`config.mk`:
```
export PLATFORM = sky130hd
export DESIGN_NAME = alu_arbiter_flat
export DESIGN_NICKNAME = d
export VERILOG_FILES = /design/src/rtl/alu_arb_pkg.sv /design/src/rtl/alu_arbiter_if.sv /design/src/rtl/alu_8bit.sv /design/src/rtl/alu_rr_arbiter.sv /design/src/rtl/alu_arbiter.sv /design/src/flat_wrapper.sv
export SDC_FILE = /design/constraint.sdc
export NUM_CORES = 1
export LEC_CHECK = 0
export CAP_MARGIN = 25
export CORE_UTILIZATION = 28
export DETAILED_ROUTE_END_ITERATION = 8
export PLACE_DENSITY = 0.48
export SLEW_MARGIN = 25
export SYNTH_ARGS = -nofsm -noshare
export SYNTH_HDL_FRONTEND = slang
export SYNTH_SLANG_ARGS = --single-unit
```
`constraint.sdc`:
```
create_clock -name clk -period 2 [get_ports clk]
set_input_delay 0.2 -clock clk [delete_from_list [all_inputs] [get_ports clk]]
set_output_delay 0.2 -clock clk [all_outputs]
set_load 0.05 [all_outputs]
```
`src/rtl/alu_arb_pkg.sv`:
```
// alu_arb_pkg: shared FSM state, opcode and port-count definitions for the ALU arbiter slice.
package alu_arb_pkg;
    localparam int NPORT = 2;

    typedef enum logic [1:0] {
        IDLE,
        EXEC,
        RESP
    } state_t;

    localparam logic [2:0] OP_ADD = 3'b000;
    localparam logic [2:0] OP_SUB = 3'b001;
    localparam logic [2:0] OP_AND = 3'b010;
    localparam logic [2:0] OP_OR  = 3'b011;

    function automatic logic [NPORT-1:0] onehot(input logic idx);
        return idx ? 2'b10 : 2'b01;
    endfunction
endpackage

```
`src/rtl/alu_arbiter_if.sv`:
```
// alu_arbiter_if: two-port request/response bundle; master = requesters, slave = arbiter.
interface alu_arbiter_if;
    logic [1:0]  req_valid;
    logic [1:0]  req_ready;
    logic [15:0] req_a;
    logic [15:0] req_b;
    logic [5:0]  req_op;
    logic [1:0]  rsp_valid;
    logic [1:0]  rsp_ready;
    logic [7:0]  rsp_result;
    logic        rsp_cout;

    modport master (
        output req_valid, req_a, req_b, req_op, rsp_ready,
        input  req_ready, rsp_valid, rsp_result, rsp_cout
    );

    modport slave (
        input  req_valid, req_a, req_b, req_op, rsp_ready,
        output req_ready, rsp_valid, rsp_result, rsp_cout
    );
endinterface

```
`src/rtl/alu_8bit.sv`:
```
// alu_8bit: combinational 8-bit ALU; add/sub/and/or, opcodes 1xx give zero.
module alu_8bit
    import alu_arb_pkg::*;
(
    input  logic [7:0] a,
    input  logic [7:0] b,
    input  logic [2:0] op,
    output logic [7:0] result,
    output logic       cout
);
    logic [8:0] sum;

    assign sum    = {1'b0, a} + {1'b0, b};
    assign result = op == OP_ADD ? sum[7:0] :
                    op == OP_SUB ? a - b :
                    op == OP_AND ? a & b :
                    op == OP_OR  ? a | b : 8'h00;
    assign cout   = op == OP_ADD && sum[8];
endmodule

```
`src/rtl/alu_rr_arbiter.sv`:
```
// alu_rr_arbiter: two-input round-robin pick; prio names the winner on contention.
module alu_rr_arbiter
    import alu_arb_pkg::*;
(
    input  logic [NPORT-1:0] req,
    input  logic             prio,
    output logic [NPORT-1:0] grant,
    output logic             win
);
    assign win   = &req ? prio : req[1];
    assign grant = |req ? onehot(win) : '0;
endmodule

```
`src/rtl/alu_arbiter.sv`:
```
// alu_arbiter: shares one alu_8bit between two valid/ready requesters with round-robin priority.
// Define ALU_ARB_STATS_EN to add saturating per-port grant counters on grant_cnt.
module alu_arbiter
    import alu_arb_pkg::*;
#(
    parameter int STAT_W = 8
) (
    input  logic         clk,
    input  logic         rst_n,
    alu_arbiter_if.slave bus,
    output logic         busy
`ifdef ALU_ARB_STATS_EN
    ,
    output logic [NPORT*STAT_W-1:0] grant_cnt
`endif
);
    state_t           state;
    logic             prio, owner, win;
    logic [NPORT-1:0] grant, rsp_valid;
    logic [7:0]       op_a, op_b, alu_res, rsp_result;
    logic [2:0]       op_code;
    logic             alu_cout, rsp_cout;

    if (STAT_W < 1) begin : g_bad_stat_w
        $error("STAT_W must be at least 1");
    end

    alu_rr_arbiter u_arb (
        .req  (bus.req_valid),
        .prio (prio),
        .grant(grant),
        .win  (win)
    );

    alu_8bit u_alu (
        .a     (op_a),
        .b     (op_b),
        .op    (op_code),
        .result(alu_res),
        .cout  (alu_cout)
    );

    // rst_n gating holds req_ready at zero for the whole reset, not just after the first edge
    assign bus.req_ready  = (state == IDLE && rst_n) ? grant : '0;
    assign bus.rsp_valid  = rsp_valid;
    assign bus.rsp_result = rsp_result;
    assign bus.rsp_cout   = rsp_cout;
    assign busy           = state != IDLE;

    always_ff @(posedge clk or negedge rst_n) begin
        if (!rst_n) begin
            state      <= IDLE;
            prio       <= 1'b0;
            owner      <= 1'b0;
            op_a       <= '0;
            op_b       <= '0;
            op_code    <= '0;
            rsp_valid  <= '0;
            rsp_result <= '0;
            rsp_cout   <= 1'b0;
        end else begin
            case (state)
                IDLE: if (|bus.req_valid) begin
                    owner   <= win;
                    op_a    <= win ? bus.req_a[15:8] : bus.req_a[7:0];
                    op_b    <= win ? bus.req_b[15:8] : bus.req_b[7:0];
                    op_code <= win ? bus.req_op[5:3] : bus.req_op[2:0];
                    state   <= EXEC;
                end
                EXEC: begin
                    rsp_result <= alu_res;
                    rsp_cout   <= alu_cout;
                    rsp_valid  <= onehot(owner);
                    state      <= RESP;
                end
                RESP: if (bus.rsp_ready[owner]) begin
                    rsp_valid <= '0;
                    prio      <= !owner;
                    state     <= IDLE;
                end
                default: state <= IDLE;
            endcase
        end
    end

`ifdef ALU_ARB_STATS_EN
    for (genvar i = 0; i < NPORT; i++) begin : g_cnt
        logic [STAT_W-1:0] cnt;
        always_ff @(posedge clk or negedge rst_n) begin
            if (!rst_n) cnt <= '0;
            else if (bus.req_valid[i] && bus.req_ready[i] && !(&cnt)) cnt <= cnt + 1'b1;
        end
        assign grant_cnt[i*STAT_W +: STAT_W] = cnt;
    end
`endif
endmodule
```
`src/flat_wrapper.sv`:
```
// flat-port wrapper written by rule: the top's interface ports become plain ports
module alu_arbiter_flat import alu_arb_pkg::*;
#(
    parameter int STAT_W = 8
)
  (clk, rst_n, busy, bus_req_valid, bus_req_a, bus_req_b, bus_req_op, bus_rsp_ready, bus_req_ready, bus_rsp_valid, bus_rsp_result, bus_rsp_cout);
  alu_arbiter_if bus_i ();
  input  logic clk;
  input  logic rst_n;
  output logic busy;
  input wire logic [$bits(bus_i.req_valid)-1:0] bus_req_valid;
  input wire logic [$bits(bus_i.req_a)-1:0] bus_req_a;
  input wire logic [$bits(bus_i.req_b)-1:0] bus_req_b;
  input wire logic [$bits(bus_i.req_op)-1:0] bus_req_op;
  input wire logic [$bits(bus_i.rsp_ready)-1:0] bus_rsp_ready;
  output wire logic [$bits(bus_i.req_ready)-1:0] bus_req_ready;
  output wire logic [$bits(bus_i.rsp_valid)-1:0] bus_rsp_valid;
  output wire logic [$bits(bus_i.rsp_result)-1:0] bus_rsp_result;
  output wire logic [$bits(bus_i.rsp_cout)-1:0] bus_rsp_cout;
  assign bus_i.req_valid = bus_req_valid;
  assign bus_i.req_a = bus_req_a;
  assign bus_i.req_b = bus_req_b;
  assign bus_i.req_op = bus_req_op;
  assign bus_i.rsp_ready = bus_rsp_ready;
  assign bus_req_ready = bus_i.req_ready;
  assign bus_rsp_valid = bus_i.rsp_valid;
  assign bus_rsp_result = bus_i.rsp_result;
  assign bus_rsp_cout = bus_i.rsp_cout;
  alu_arbiter #(.STAT_W(STAT_W)) u_core (.clk(clk), .rst_n(rst_n), .bus(bus_i), .busy(busy));
endmodule
```
==> results.toml, run 1 <==
[run_status]
status = "finished, violations left"
violations = "negative setup slack"

[cells_and_area]
final_nets = 452
final_common_cell = "clkdlybuf4s50_1"
mostFrequentLayoutCells = "clkdlybuf4s50_1, buf_4, a21oi_1, dfrtp_1, nor2_1"
drive_gt1_frac = 0.244
syn2layout_area_growth_pct = 46.1
num_antenna_cells = 0

[global_routing]
grt_antenna_before_repair = 0
first_global_vias = 2221
grt_pass1_wl_um = 10400
grt_use_total = 0.132
grt_max_degree = 41
grt-ovfl-total = 0

[yosys]
synth_cells = 289
yosys_register_bits = 34
netlist_area_sq_um = 2630
synth_cell_types = 52
postSynthNetCount = 360
synth_async_sr_flop_share = 1.00
synth_flop_cell = "dfrtp_1"
synth_edf_count = 0
ys_warn_count = 0
yosysSeqAreaShare = 0.324
avgSynthCellArea_sq_um = 9.10

[critical_path]
startpoint = "u_core.op_a[3]$_DFFE_PN0P_"
endpoint = "u_core.bus.rsp_result[7]$_DFFE_PN0P_"
r2r-end = "u_core.bus.rsp_result[7]$_DFFE_PN0P_"
cp.arrival_ns = 2.31
critPathCaptureType = "register"
cp.required_ns = 2.18
r2r-start = "u_core.op_a[3]$_DFFE_PN0P_"
reg2reg_slack_ns = -0.13
cp-start-kind = "register"
crit_type = "reg -> reg"
critPathMaxFanout = 3
reg2regPathDepth = 9

[pwr]
seqPwrFrac = 0.189
p_sw_mw = 3.12
comb_power_share = 0.718
internal_power_mw = 3.86
leakage_nw = 1.78
powerDensity_nw_per_um2 = 1820
swShare = 0.446
clkPwrFrac = 0.093
power_mw = 6.98
ir_worst_vdd_mv = 0.583

[cts]
cts-root-buf = "clkbuf_8"
htreeDepth = 2
clock-sinks = 34
clockBufferDepth = 2
hold_buffers = 0
clk_latency_ns = 0.29
cts_tree = "built"
cts_buffers = 5
clkTransAtPathRegs_ns = 0.07

[timing]
relSlewSlack = 0.665
finalSetupViolCount = 2
finalClockSkew_ns = 0.00744
period_share = 1.07
hold_viol_final = 0
finalMaxSlewViolations = 0
finalWorstSetupSlack_ns = -0.130
fin_setup_tns_ns = -0.132
tightestPinTransition_ns = 0.501
fmax_mhz = 469
rsz0062_at_grt = "true"
finalCriticalPeriod_ns = 2.13

[floorplan]
initial_core_util = 0.296
dieArea_sq_um = 9780
ios = 58
rows = 34
core_area_sq_um = 8890
die_w_um = 98.9
die_h_um = 98.9

[run]
maxCapViolations = 0

[place]
io_buffers = 57
detailed_place_hpwl_um = 4720
gp_congestion = 0.813

[routing]
avgViaCountPerCell = 4.64
drt_iter0_drc = 80
wl_per_cell_um = 12.7
drc_errors = 0
vias = 2268
dr.pass1.iters = 4
ant_nets = 0
routed_wl_um = 6190

[hold_path]
hp-class = "in -> async"
## repair_timing
action	CTS	global route
cloned	0	0
pin swaps	2	10
resized for setup	13	20
endpoints found under the setup margin	4	5
buffers inserted	6	5
## metrics by stage
stage,setup slack (ns),utilization,area [sq um],instances,hold WS (ns)
floorplan,-0.00610,-,2650,289,-0.0956
finish,-0.130,0.432,3840,489,0.000858
global route,-0.185,0.432,3840,489,0.0476
CTS,-0.0323,0.415,3690,484,0.0343
global placement,-0.0756,0.393,3500,471,0.352
detailed placement,-0.0787,0.393,3500,471,0.352
## metal layers
layer	vias to the layer above	wire (um)	global-route usage
li1	1177	-	-
met1	1043	3030	0.184
met2	42	2870	0.209
met3	6	215	0.0241
met4	0	80	0.0344
met5	-	0	0
## worst min path at each step
stage	to	slack [ns]	cells past startpoint
final	u_core.op_b[2]$_DFFE_PN0P_	0.0009	2
after detailed placement	u_core.op_b[2]$_DFFE_PN0P_	0.35	2
after floorplan	u_core.bus.rsp_cout$_DFFE_PN0P_	-0.1	0
after CTS	u_core.op_b[2]$_DFFE_PN0P_	0.03	2
after global placement	u_core.op_a[2]$_DFFE_PN0P_	0.35	2
after global routing	u_core.op_b[2]$_DFFE_PN0P_	0.05	2
## worst max-delay path, stage by stage, from the launching register on
cell and delay [ns]:
dfrtp_1 0.39, inv_1 0.10, ha_4 0.21, buf_4 0.15, inv_1 0.09, o311a_4 0.22
nor4_2 0.05, or3_4 0.40, xnor2_2 0.14, o41ai_2 0.27
## synthesized netlist by cell type, types with 2 or more instances
master	n	area share
a21oi_1	34	0.065
dfrtp_1	34	0.32
nor2_1	33	0.047
inv_1	27	0.039
ha_1	25	0.12
mux2i_1	24	0.091
nand2_1	16	0.023
nor3_1	9	0.017
o21ai_0	7	0.013
o21ai_1	5	0.0095
buf_2	4	0.0076
clkbuf_1	4	0.0057
nand2b_1	4	0.0095
nor2b_1	4	0.0095
xnor2_1	4	0.013
a211oi_1	3	0.0086
buf_6	3	0.013
clkbuf_8	3	0.016
o21bai_1	3	0.0086
xor2_1	3	0.010
a21o_1	2	0.0057
a22o_1	2	0.0067
buf_4	2	0.0057
fa_1	2	0.015
nand3_1	2	0.0038
nor3b_1	2	0.0057
nor4b_1	2	0.0067
or3_1	2	0.0048
## flip-flops by register name, summed over array words and instances, names as in the netlist
name,count
u_core.bus.rsp_valid,2
u_core.owner,1
u_core.bus.rsp_result,8
u_core.op_b,8
u_core.bus.rsp_cout,1
u_core.op_a,8
u_core.state,2
u_core.op_code,3
u_core.prio,1
## layout make-up
type / count / area [sq um]
clock buffer: 6 / 82.6
clock inverter: 1 / 30.0
fill: 890 / 5050
inverter: 27 / 101
multi-input combinational: 212 / 1720
sequential: 34 / 852
tap: 108 / 135
timing repair buffer: 101 / 926
## power groups by stage
stage	clock (mW)	sequential [mW]	combinational, mW
4_1_cts	0.676	1.31	4.57
2_1_floorplan	0	1.54	2.87
3_5_place_dp	0	1.33	4.33
5_1_grt	0.706	1.37	5.53
6_report	0.651	1.32	5.01
3_3_place_gp	0	1.32	4.32
## cells by family after synthesis
kind of cell / count (synthesis) / share of synthesized area
xor gates and xnor gates: 7 / 0.0233
and+or+nand+nor: 81 / 0.152
AOI/OAI and AO/OA: 72 / 0.181
adders and majority gates: 27 / 0.134
muxes: 25 / 0.0999
buffers and inverters: 43 / 0.0861
DFF: 34 / 0.324
Note: power is estimated with default switching activity, not from simulation.
==> inputs of run 2 (changes only) <==
--- a/config.mk
+++ b/config.mk
@@ -5,8 +5,8 @@
 export SDC_FILE = /design/constraint.sdc
 export NUM_CORES = 1
 export LEC_CHECK = 0
-export CAP_MARGIN = 25
 export CORE_UTILIZATION = 28
+export CTS_CLUSTER_DIAMETER = 60
 export DETAILED_ROUTE_END_ITERATION = 8
 export PLACE_DENSITY = 0.48
 export SLEW_MARGIN = 25
==> results of run 2 <==
The final DEF is identical to that of run 1; final timing and power are the same.
